===== config.mk =====
export PLATFORM = sky130hd
export DESIGN_NAME = multicycle_control
export DESIGN_NICKNAME = d
export VERILOG_FILES = /design/src/rtl/multicycle_control.sv
export SDC_FILE = /design/constraint.sdc
export NUM_CORES = 1
export LEC_CHECK = 0
export CAP_MARGIN = 25
export CORE_MARGIN = 3
export CORE_UTILIZATION = 38
export CTS_CLUSTER_SIZE = 28
export DETAILED_ROUTE_END_ITERATION = 8
export GPL_TIMING_DRIVEN = 0
export PLACE_DENSITY = 0.76
export SLEW_MARGIN = 20
export SYNTH_ARGS = -nofsm -noshare
export SYNTH_HDL_FRONTEND = slang
export SYNTH_SLANG_ARGS = --single-unit
export TNS_END_PERCENT = 20

===== constraint.sdc =====
create_clock -name clk -period 2.4 [get_ports clk]
set_input_delay 0.24 -clock clk [delete_from_list [all_inputs] [get_ports clk]]
set_output_delay 0.24 -clock clk [all_outputs]
set_load 0.005 [all_outputs]

===== src/rtl/multicycle_control.sv =====
// Multi-cycle sequencer for the lw/sw/R-type/beq subset of RV32I.
// The state register and the 8-bit wait counter are the only flops. Every
// control output is a combinational decode of the current state, plus Zero
// and mem_ready where the datapath needs them in the same cycle.
//
// Memory handshake: mem_req (with MemWrite/AdrSrc) is held steady while the
// FSM sits in FETCH, MEMRD or MEMWR. The access completes in the cycle where
// mem_req and mem_ready are both high. If mem_ready has not arrived by the
// TIMEOUT_CYCLES-th cycle in one of those states, the FSM traps into FAULT.
// mem_ready is ignored in every other state.
//
// The fault cause is held by splitting FAULT into two encodings, so no extra
// flop is needed. state_dbg exposes the raw state encoding for checkers.
module multicycle_control #(
    parameter int TIMEOUT_CYCLES = 15
) (
    input  logic        clk,
    input  logic        rst_n,
    input  logic [31:0] Instr,
    input  logic        Zero,
    input  logic        mem_ready,
    output logic        mem_req,
    output logic        MemWrite,
    output logic        AdrSrc,
    output logic        IRWrite,
    output logic        PCWrite,
    output logic        RegWrite,
    output logic [1:0]  ALUsrcA,
    output logic [1:0]  ALUsrcB,
    output logic [1:0]  ImmSrc,
    output logic [2:0]  ALUctrl,
    output logic [1:0]  ResultSrc,
    output logic        instr_done,
    output logic        fault,
    output logic [1:0]  fault_code,
    output logic [3:0]  state_dbg
);

    typedef enum logic [3:0] {
        START     = 4'd0,
        FETCH     = 4'd1,
        DECODE    = 4'd2,
        MEMADR    = 4'd3,
        MEMRD     = 4'd4,
        MEMWB     = 4'd5,
        MEMWR     = 4'd6,
        EXECR     = 4'd7,
        ALUWB     = 4'd8,
        BEQ       = 4'd9,
        FAULT_ILL = 4'd10,
        FAULT_TMO = 4'd11
    } state_t;

    localparam logic [7:0] TMO_LAST = 8'(TIMEOUT_CYCLES - 1);

    localparam logic [2:0] ALU_ADD = 3'b000;
    localparam logic [2:0] ALU_SUB = 3'b001;
    localparam logic [2:0] ALU_AND = 3'b010;
    localparam logic [2:0] ALU_OR  = 3'b011;
    localparam logic [2:0] ALU_SLT = 3'b101;

    state_t      state;
    state_t      state_next;
    logic [7:0]  wait_cnt;

    logic [6:0]  op;
    logic [2:0]  funct3;
    logic [6:0]  funct7;
    logic        waiting;
    logic        timeout;
    logic        rtype_ok;
    logic        unused_instr;

    assign op           = Instr[6:0];
    assign funct3       = Instr[14:12];
    assign funct7       = Instr[31:25];
    assign unused_instr = ^{Instr[24:15], Instr[11:7]};
    assign state_dbg    = state;

    // Memory-wait states and the cycle in which a missing mem_ready traps.
    assign waiting = (state == FETCH) || (state == MEMRD) || (state == MEMWR);
    assign timeout = waiting && !mem_ready && (wait_cnt == TMO_LAST);

    // Legal R-type: add/sub/slt/or/and; funct7=0100000 only for sub.
    always_comb begin
        rtype_ok = 1'b0;
        if (funct3 == 3'b000 || funct3 == 3'b010 ||
            funct3 == 3'b110 || funct3 == 3'b111) begin
            rtype_ok = (funct7 == 7'b0000000) ||
                       (funct7 == 7'b0100000 && funct3 == 3'b000);
        end
    end

    // Next-state selection; mem_ready wins over the timeout in the same cycle.
    always_comb begin
        state_next = state;
        case (state)
            START:  state_next = FETCH;
            FETCH: begin
                if (mem_ready)    state_next = DECODE;
                else if (timeout) state_next = FAULT_TMO;
            end
            DECODE: begin
                if ((op == 7'b0000011 || op == 7'b0100011) && funct3 == 3'b010)
                    state_next = MEMADR;
                else if (op == 7'b0110011 && rtype_ok)
                    state_next = EXECR;
                else if (op == 7'b1100011 && funct3 == 3'b000)
                    state_next = BEQ;
                else
                    state_next = FAULT_ILL;
            end
            // Instr[5] separates sw (0100011) from lw (0000011).
            MEMADR: state_next = Instr[5] ? MEMWR : MEMRD;
            MEMRD: begin
                if (mem_ready)    state_next = MEMWB;
                else if (timeout) state_next = FAULT_TMO;
            end
            MEMWB:  state_next = FETCH;
            MEMWR: begin
                if (mem_ready)    state_next = FETCH;
                else if (timeout) state_next = FAULT_TMO;
            end
            EXECR:     state_next = ALUWB;
            ALUWB:     state_next = FETCH;
            BEQ:       state_next = FETCH;
            FAULT_ILL: state_next = FAULT_ILL;
            FAULT_TMO: state_next = FAULT_TMO;
            default:   state_next = START;
        endcase
    end

    // State and wait counter; the counter restarts on every state change.
    always_ff @(posedge clk or negedge rst_n) begin
        if (!rst_n) begin
            state    <= START;
            wait_cnt <= 8'd0;
        end else begin
            state <= state_next;
            if (waiting && state_next == state)
                wait_cnt <= wait_cnt + 8'd1;
            else
                wait_cnt <= 8'd0;
        end
    end

    // Control decode; anything not driven in a state stays 0.
    always_comb begin
        mem_req    = 1'b0;
        MemWrite   = 1'b0;
        AdrSrc     = 1'b0;
        IRWrite    = 1'b0;
        PCWrite    = 1'b0;
        RegWrite   = 1'b0;
        ALUsrcA    = 2'b00;
        ALUsrcB    = 2'b00;
        ImmSrc     = 2'b00;
        ALUctrl    = ALU_ADD;
        ResultSrc  = 2'b00;
        instr_done = 1'b0;
        fault      = 1'b0;
        fault_code = 2'b00;
        case (state)
            FETCH: begin
                mem_req   = 1'b1;
                ALUsrcB   = 2'b10;
                ResultSrc = 2'b10;
                IRWrite   = mem_ready;
                PCWrite   = mem_ready;
            end
            DECODE: begin
                // Branch target PC+immB is computed here into ALUOut.
                ALUsrcA = 2'b01;
                ALUsrcB = 2'b01;
                ImmSrc  = 2'b10;
            end
            MEMADR: begin
                ALUsrcA = 2'b10;
                ALUsrcB = 2'b01;
                ImmSrc  = Instr[5] ? 2'b01 : 2'b00;
            end
            MEMRD: begin
                mem_req = 1'b1;
                AdrSrc  = 1'b1;
            end
            MEMWB: begin
                ResultSrc  = 2'b01;
                RegWrite   = 1'b1;
                instr_done = 1'b1;
            end
            MEMWR: begin
                mem_req    = 1'b1;
                MemWrite   = 1'b1;
                AdrSrc     = 1'b1;
                instr_done = mem_ready;
            end
            EXECR: begin
                ALUsrcA = 2'b10;
                case (funct3)
                    3'b000:  ALUctrl = Instr[30] ? ALU_SUB : ALU_ADD;
                    3'b010:  ALUctrl = ALU_SLT;
                    3'b110:  ALUctrl = ALU_OR;
                    3'b111:  ALUctrl = ALU_AND;
                    default: ALUctrl = ALU_ADD;
                endcase
            end
            ALUWB: begin
                RegWrite   = 1'b1;
                instr_done = 1'b1;
            end
            BEQ: begin
                ALUsrcA    = 2'b10;
                ALUctrl    = ALU_SUB;
                PCWrite    = Zero;
                instr_done = 1'b1;
            end
            FAULT_ILL: begin
                fault      = 1'b1;
                fault_code = 2'b01;
            end
            FAULT_TMO: begin
                fault      = 1'b1;
                fault_code = 2'b10;
            end
            default: ;
        endcase
    end

endmodule


==> results summary, run 1 <==
The number of enable-type register cells in the synthesized netlist is 0. The count of routing violations after the opening detailed-route iteration is 26. The share of synthesized area in the top cell type comes to 27.8%. For this design the ratio of total power to cell area is 858 nW/um2. The number of I/O port buffers is 44.

The shortest clock period the worst path allows after layout came out at 2.32 ns. The final critical path takes up 96.6% of the cycle. The number of top-level design ports came out at 61. For this design, the slowest cell found on the critical path is or4b_4. The number of buffers created by CTS came out at 3. The cell type contributing the most total cell area after synthesis is dfrtp_1. The initial antenna violation count came to 0. The final routed DRC violation total is 0. The fraction of the yosys area taken by sequential cells is 27.8%. The largest net degree at the start of global routing is 13. The routability congestion estimate is 0.830.

At the pin with the least slew margin, the transition time is 0.534 ns. In the synthesized netlist, the cells that appear most often are nor3_1, dfrtp_1, nand2_1. The worst min-delay path class is in -> async. Before antenna repair, the detailed router went through 4 iterations. In this run the vertical extent of the chip is 59.3 um. The H-tree level count is 1. The routed layout has 1155 vias.

The number of global-route vias before repair came out at 1077. Max-cap violations in this run came to 0. The total standard cell area after synthesis is 1080 um2. The final max-slew violation count came out at 0. For this block, the routed nets add up to 3000 um of wire. The critical path is of the reg -> out type. TritonCTS built the clock tree.

After synthesis, the share of flip-flops with an asynchronous set or reset is 100%. The startpoint kind of the worst setup timing path is a flop. For this run the aggregate overflow at the end of global routing stands at 0.

The post-detailed-placement half-perimeter wirelength came out at 2490 um. Yosys instantiated no cell more often than nor3_1. The clock reaches the later pin of the worst-skew pair after 0.27 ns. The overall die area came out at 3520 um2. The largest clock skew in the final design came out at 0.00274 ns.

The number of instances in the synthesized netlist is 131. The layout net count came out at 217. The top fanout value on the critical path is 10. The number of buffers added for setup after CTS is 0.

The first global-routing pass estimated 5050 um of wire. The count of synthesis-stage warnings from yosys came out at 0. The buffer depth of the longest clock path came out at 2.

The number of antenna cells inserted came out at 0. For the final routed database, the setup TNS stands at 0 ns. Setup repair after global routing left no endpoint under its margin. The number of rows in the core area is 18. The cell sitting at the root of the clock tree is a clkbuf_4.

The number of different library cells in the post-synthesis netlist is 46. After clock tree synthesis, the clock-pin slew on the worst setup and hold paths is 0.07 ns. The region available for standard cell placement spans 2590 um2. The overall global routing resource usage is 18.3%. The register bit total from synthesis is 12. The clock drives 12 sinks.

In this design, the stage delay of the slowest critical-path cell is 0.53 ns. The critical path data arrival time is 2.08 ns. Yosys attributes the largest share of cell area to dfrtp_1, nor3_1, nand2_1. The die outline width is 59.3 um. The routed wirelength normalized by instance count is 14.4 um. Traced cell by cell, the critical path runs through buf_6 -> or4b_4 -> inv_4 -> buf_4 -> clkdlybuf4s50_1.

The final hold violation count came out at 0. In the synthesized netlist the dominant register cell turns out to be dfrtp_1. The required time of the critical path came out at 2.16 ns.

The worst vdd rail ir drop came out at 714 uV. The per-cell via count in the routed design is 5.55. The worst hold slack came out at 0.317 ns.

For this design the static power due to leakage is 0.639 nW. The worst setup path is captured at an output port. The synthesized net count came out at 169.

The mean area per synthesized cell is 8.24 um2. The layout overhead on the synthesized area came out at 48.3%. The run finished with clean final reports. The residual antenna-violating net count after detailed routing came out at 0.

For this run, the top clock speed supported by timing is 0.431 GHz. The initial standard-cell utilization of the core is 41.7%. The number of endpoints failing setup at the final stage came out at 0. The post-route netlist has 15.2% of its cells at a drive strength greater than 1.

The headroom to the max-slew limit came out at 64.3%.
-- registers in the layout, indices dropped and copies added, names as in the netlist --
name	flops
wait_cnt	8
state_dbg	4
-- path summary, 6_finish.rpt --
kind / startpoint / end / slack [ns] / cells past startpoint
worst min-delay path: rst_n / wait_cnt[3]$_DFF_PN0_ / 0.32 / 1
max in group asynchronous: rst_n / state_dbg[0]$_DFF_PN0_ / 1.70 / 1
worst max-delay path: state_dbg[3]$_DFF_PN0_ / ImmSrc[1] / 0.08 / 5
worst max register to register: state_dbg[3]$_DFF_PN0_ / wait_cnt[4]$_DFF_PN0_ / 0.46 / 6
min in group clk: wait_cnt[0]$_DFF_PN0_ / wait_cnt[0]$_DFF_PN0_ / 0.50 / 1
worst min register to register: wait_cnt[0]$_DFF_PN0_ / wait_cnt[0]$_DFF_PN0_ / 0.50 / 1
-- cell families (layout without fill, tap and decap cells) --
kind of cell | Yosys count | after routing | synth area share, %
DFF | 12 | 12 | 27.8
xor gates and xnor gates | 6 | 6 | 4.87
and+or+nand+nor | 68 | 68 | 37.0
muxes | 1 | 1 | 0.927
buffers and inverters | 17 | 64 | 8.34
adders and majority gates | 2 | 2 | 2.32
AOI/OAI and AO/OA | 25 | 25 | 18.8
-- per-layer routing --
| metal | vias to the layer above | global-route usage (%) | part of all wire (%) |
|---|---|---|---|
| met3 | 4 | 2.83 | 5.0 |
| met2 | 32 | 30.6 | 49 |
| li1 | 566 | - | - |
| met5 | - | 0 | 0 |
| met1 | 553 | 24.6 | 46 |
| met4 | 0 | 3.88 | 0.60 |
-- stage by stage --
| step | total power [mW] | util (%) | cells | cell area [um2] | setup WS (ns) |
|---|---|---|---|---|---|
| floorplan | 0.795 | - | 131 | 1080 | 0.601 |
| CTS | 1.37 | 61.4 | 208 | 1590 | 0.00806 |
| global route | 1.49 | 61.8 | 208 | 1600 | 0.00637 |
| detailed placement | 1.22 | 60.1 | 205 | 1560 | 0.295 |
| finish | 1.37 | 61.8 | 208 | 1600 | 0.0823 |
| global placement | 1.19 | 60.1 | 205 | 1560 | 0.317 |
-- what timing repair did --
item,4_1_cts,5_1_grt
hold endpoints to repair,0,0
pin swaps,0,1
setup endpoints to repair,1,6
hold buffers,0,0
gates resized for setup,0,8
-- area by class of cell --
| type | instances | area [um2] |
|---|---|---|
| buffer | 9 | 61.3 |
| clock buffer | 4 | 36.3 |
| fill | 221 | 988 |
| inverter | 7 | 28.8 |
| multi-input combinational | 102 | 694 |
| sequential | 12 | 303 |
| tap | 30 | 37.5 |
| timing repair buffer | 44 | 440 |
-- critical path, delay by kind of cell, from the launching register on --
kind,cells,cell delay [ns]
buffers and inverters,4,0.82
flip-flops,1,0.45
AND/OR/NAND/NOR,1,0.53
-- report_power, final --
group | internal [mW] | switching, mW | total [mW]
clock network | 0.0922 | 0.0646 | 0.157
logic | 0.486 | 0.431 | 0.918
registers | 0.245 | 0.0555 | 0.300
-- placed cells by master, fill, tap and decap left out, types with 4 or more instances in the layout --
cell             count
dfrtp_1             10
inv_1                4
nand3_1              7
and2_1               4
xor2_1               4
o21ai_0              5
nor2_1               7
clkdlybuf4s50_1     44
nor3_1              12
nand2_1             12
(Power assumes the default switching activity.)
==> run 2: changes to the inputs <==
CAP_MARGIN = not set   (was 25)
CORE_MARGIN = not set   (was 3)
==> results summary, run 2 (same netlist as run 1, synthesis figures left out) <==
The layout overhead on the synthesized area came out at 47.0%. The worst hold path belongs to the class in -> async. The layout net count was 218 (+0.46%). The largest net degree at the start of global routing came out at 13 (unchanged). The share of cells above drive strength 1 came to 14.0% (-1.1 points). The number of buffers created by CTS is 3 (unchanged). The clock net sink count is 12 (unchanged). The number of top-level design ports came to 61 (unchanged). The detailed-routing iteration count for the pre-antenna-repair pass is 4 (unchanged). The die height came to 55.3 um (-6.7%). The top fanout value on the critical path is 10 (unchanged).

The total non-filler cell area in the finished layout was 1590 um2 (-0.86%). The final wirelength came out at 3000 um (+0.20%). The post-detailed-placement half-perimeter wirelength is 2390 um (-4.1%). The worst setup path is launched from a flop. The final max-slew violation count came out at 0 (unchanged). The worst setup path is captured at an output port.

The critical path data arrival time came out at 2.15 ns (+0.07 ns). The initial standard-cell utilization of the core came out at 41.7% (unchanged). The overall global routing resource usage came out at 19.7% (+1.5 points).

The post-placement setup slack was 0.303 ns (+0.00863 ns). The quantity of hold-fixing buffers added after cts is 0 (unchanged). The routed wirelength normalized by instance count is 14.4 um (+0.20%). The cell sitting at the root of the clock tree is a clkbuf_4. The headroom to the max-slew limit came to 63.8% (-0.48 points). The largest clock skew in the final design was 0.00293 ns (+0.000191 ns).

The count of filler cells inserted in the layout came out at 231 (+4.5%). The static leakage is 0.634 nW (-0.75%). The wire length of the first global-routing pass came out at 4930 um (-2.3%). Setup repair after global routing could not meet its margin everywhere. The count of placed standard cells including taps is 205 (unchanged). The total placed instance area came to 1560 um2 (unchanged).

The maximum clock frequency is 0.418 GHz (-3.2%). The H-tree level count is 1 (unchanged). The final routed DRC violation total is 0 (unchanged). Leaving out fill and tap cells, the most frequent cells in the layout are clkdlybuf4s50_1, nand2_1, nor3_1, dfrtp_1.

The remaining global-route overflow came out at 0 (unchanged). The final hold violation count came out at 0 (unchanged). The ratio of final minimum period to clock period was 99.8% (+3.2 points). The overall power of the completed layout came out at 1.34 mW (-2.5%). The transition time at the pin with the least slew margin was 0.541 ns (+0.00720 ns). TritonCTS built the clock tree. The die outline width came to 55.3 um (-6.7%). The stage delay of the slowest cell on the critical path came out at 0.59 ns (+0.06 ns). More flip-flops sit in one register than any other, and that register is wait_cnt. The number of max-cap violations was 0 (unchanged). The clock transition time at the flip-flop clock pins of the worst setup and hold paths came out at 0.07 ns (about the same). The count of vias placed by the detailed router is 1164 (+0.78%). The overall die area is 3060 um2 (-13%). The buffer depth of the longest clock path is 2 (unchanged). The number of rows in the core area came out at 18 (unchanged).

The final setup TNS is 0 ns (unchanged). The final worst setup slack is 0.00530 ns (-0.0770 ns). The run finished with clean final reports.

The residual antenna-violating net count after detailed routing came to 0 (unchanged). The per-cell via count in the routed design is 5.60 (+0.78%). The category of cells accounting for the largest share of critical-path delay is buffers and inverters. The type of the worst setup path is reg -> out. The number of buffer and inverter instances along the worst setup path is 4 (unchanged). The number of global-route vias before repair is 1022 (-5.1%). The library cell contributing the largest single delay on the critical path is or4b_4. The flip-flop count of the largest register after layout came to 8 (unchanged).

The worst vdd rail ir drop is 633 uV (-11%). The number of endpoints failing setup at the final stage came out at 0 (unchanged). The number of antenna cells inserted came out at 0 (unchanged). Leaving out fill and tap cells, the most frequent cell in the layout is clkdlybuf4s50_1. The number of buffers added for setup after CTS was 0 (unchanged). The routability congestion estimate is 0.866 (+4.4%). The total power per unit cell area came out at 844 nW/um2 (-1.6%). The standard cell core area was 2590 um2 (unchanged). The initial antenna violation count is 0 (unchanged). The number of I/O port buffers came to 44 (unchanged). The final cell count without fillers is 208 (unchanged). The shortest clock period the worst path allows after layout came out at 2.39 ns (+0.0770 ns). Walking the worst path, the cells encountered are buf_2 -> or4b_4 -> inv_2 -> buf_4 -> clkdlybuf4s50_1. The worst-skew pair later-pin latency came out at 0.26 ns (about the same). The required time of the critical path came to 2.16 ns (about the same). The count of routing violations after the opening detailed-route iteration came out at 24 (-7.7%).
## run 2: cell count changes in the layout (fill, tap and decap cells not counted), sizes merged
cell    before  now
buf          5    6
clkbuf       8    7
## run 2: report_power, final
| part | switching (mW) | total, mW | leakage, nW | internal, mW |
|---|---|---|---|---|
| registers | 0.0388 | 0.282 | 0.161 | 0.243 |
| clock network | 0.0584 | 0.116 | 0.0138 | 0.0580 |
| logic | 0.454 | 0.942 | 0.460 | 0.488 |
| total | 0.551 | 1.34 | 0.634 | 0.789 |
## run 2: routing by layer
metal | vias to the layer above | track usage, % | wire [um]
met1 | 546 | 28.0 | 1420
met3 | 4 | 1.87 | 128
li1 | 569 | - | -
met4 | 0 | 6.43 | 25
met2 | 45 | 31.5 | 1430
met5 | - | 0 | 0
## run 2: cell type report
type                    count  area [um2]  area share (%)
multi-input cells         102         694            43.7
plain buffers              10        65.1            4.10
flip-flops and latches     12         302            19.0
inverters                   7        26.3            1.65
well taps                  30        37.5            2.36
repair buffers             44         440            27.7
clock buffers               3        22.5            1.42
## run 2: timing repair
| item | CTS | global route |
|---|---|---|
| gates resized for setup | 0 | 4 |
| setup endpoints to repair | 0 | 5 |
| hold endpoints to repair | 0 | 0 |
## run 2: final timing paths
| path | from | to | slack [ns] | cells past startpoint |
|---|---|---|---|---|
| min reg2reg | wait_cnt[0]$_DFF_PN0_ | wait_cnt[0]$_DFF_PN0_ | 0.51 | 1 |
| max reg2reg | state_dbg[0]$_DFF_PN0_ | wait_cnt[7]$_DFF_PN0_ | 0.39 | 6 |
| max in group asynchronous | rst_n | state_dbg[3]$_DFF_PN0_ | 1.69 | 1 |
| min | rst_n | wait_cnt[6]$_DFF_PN0_ | 0.33 | 1 |
| min in group clk | wait_cnt[0]$_DFF_PN0_ | wait_cnt[0]$_DFF_PN0_ | 0.51 | 1 |
| max | state_dbg[0]$_DFF_PN0_ | ImmSrc[1] | 0.005 | 5 |
## run 2: stage by stage
| stage | utilization, % | hold slack, ns |
|---|---|---|
| floorplan | - | -0.0556 |
| global placement | 60.1 | 0.476 |
| detailed placement | 60.1 | 0.495 |
| CTS | 61.0 | 0.328 |
| global route | 61.3 | 0.360 |
| finish | 61.3 | 0.326 |
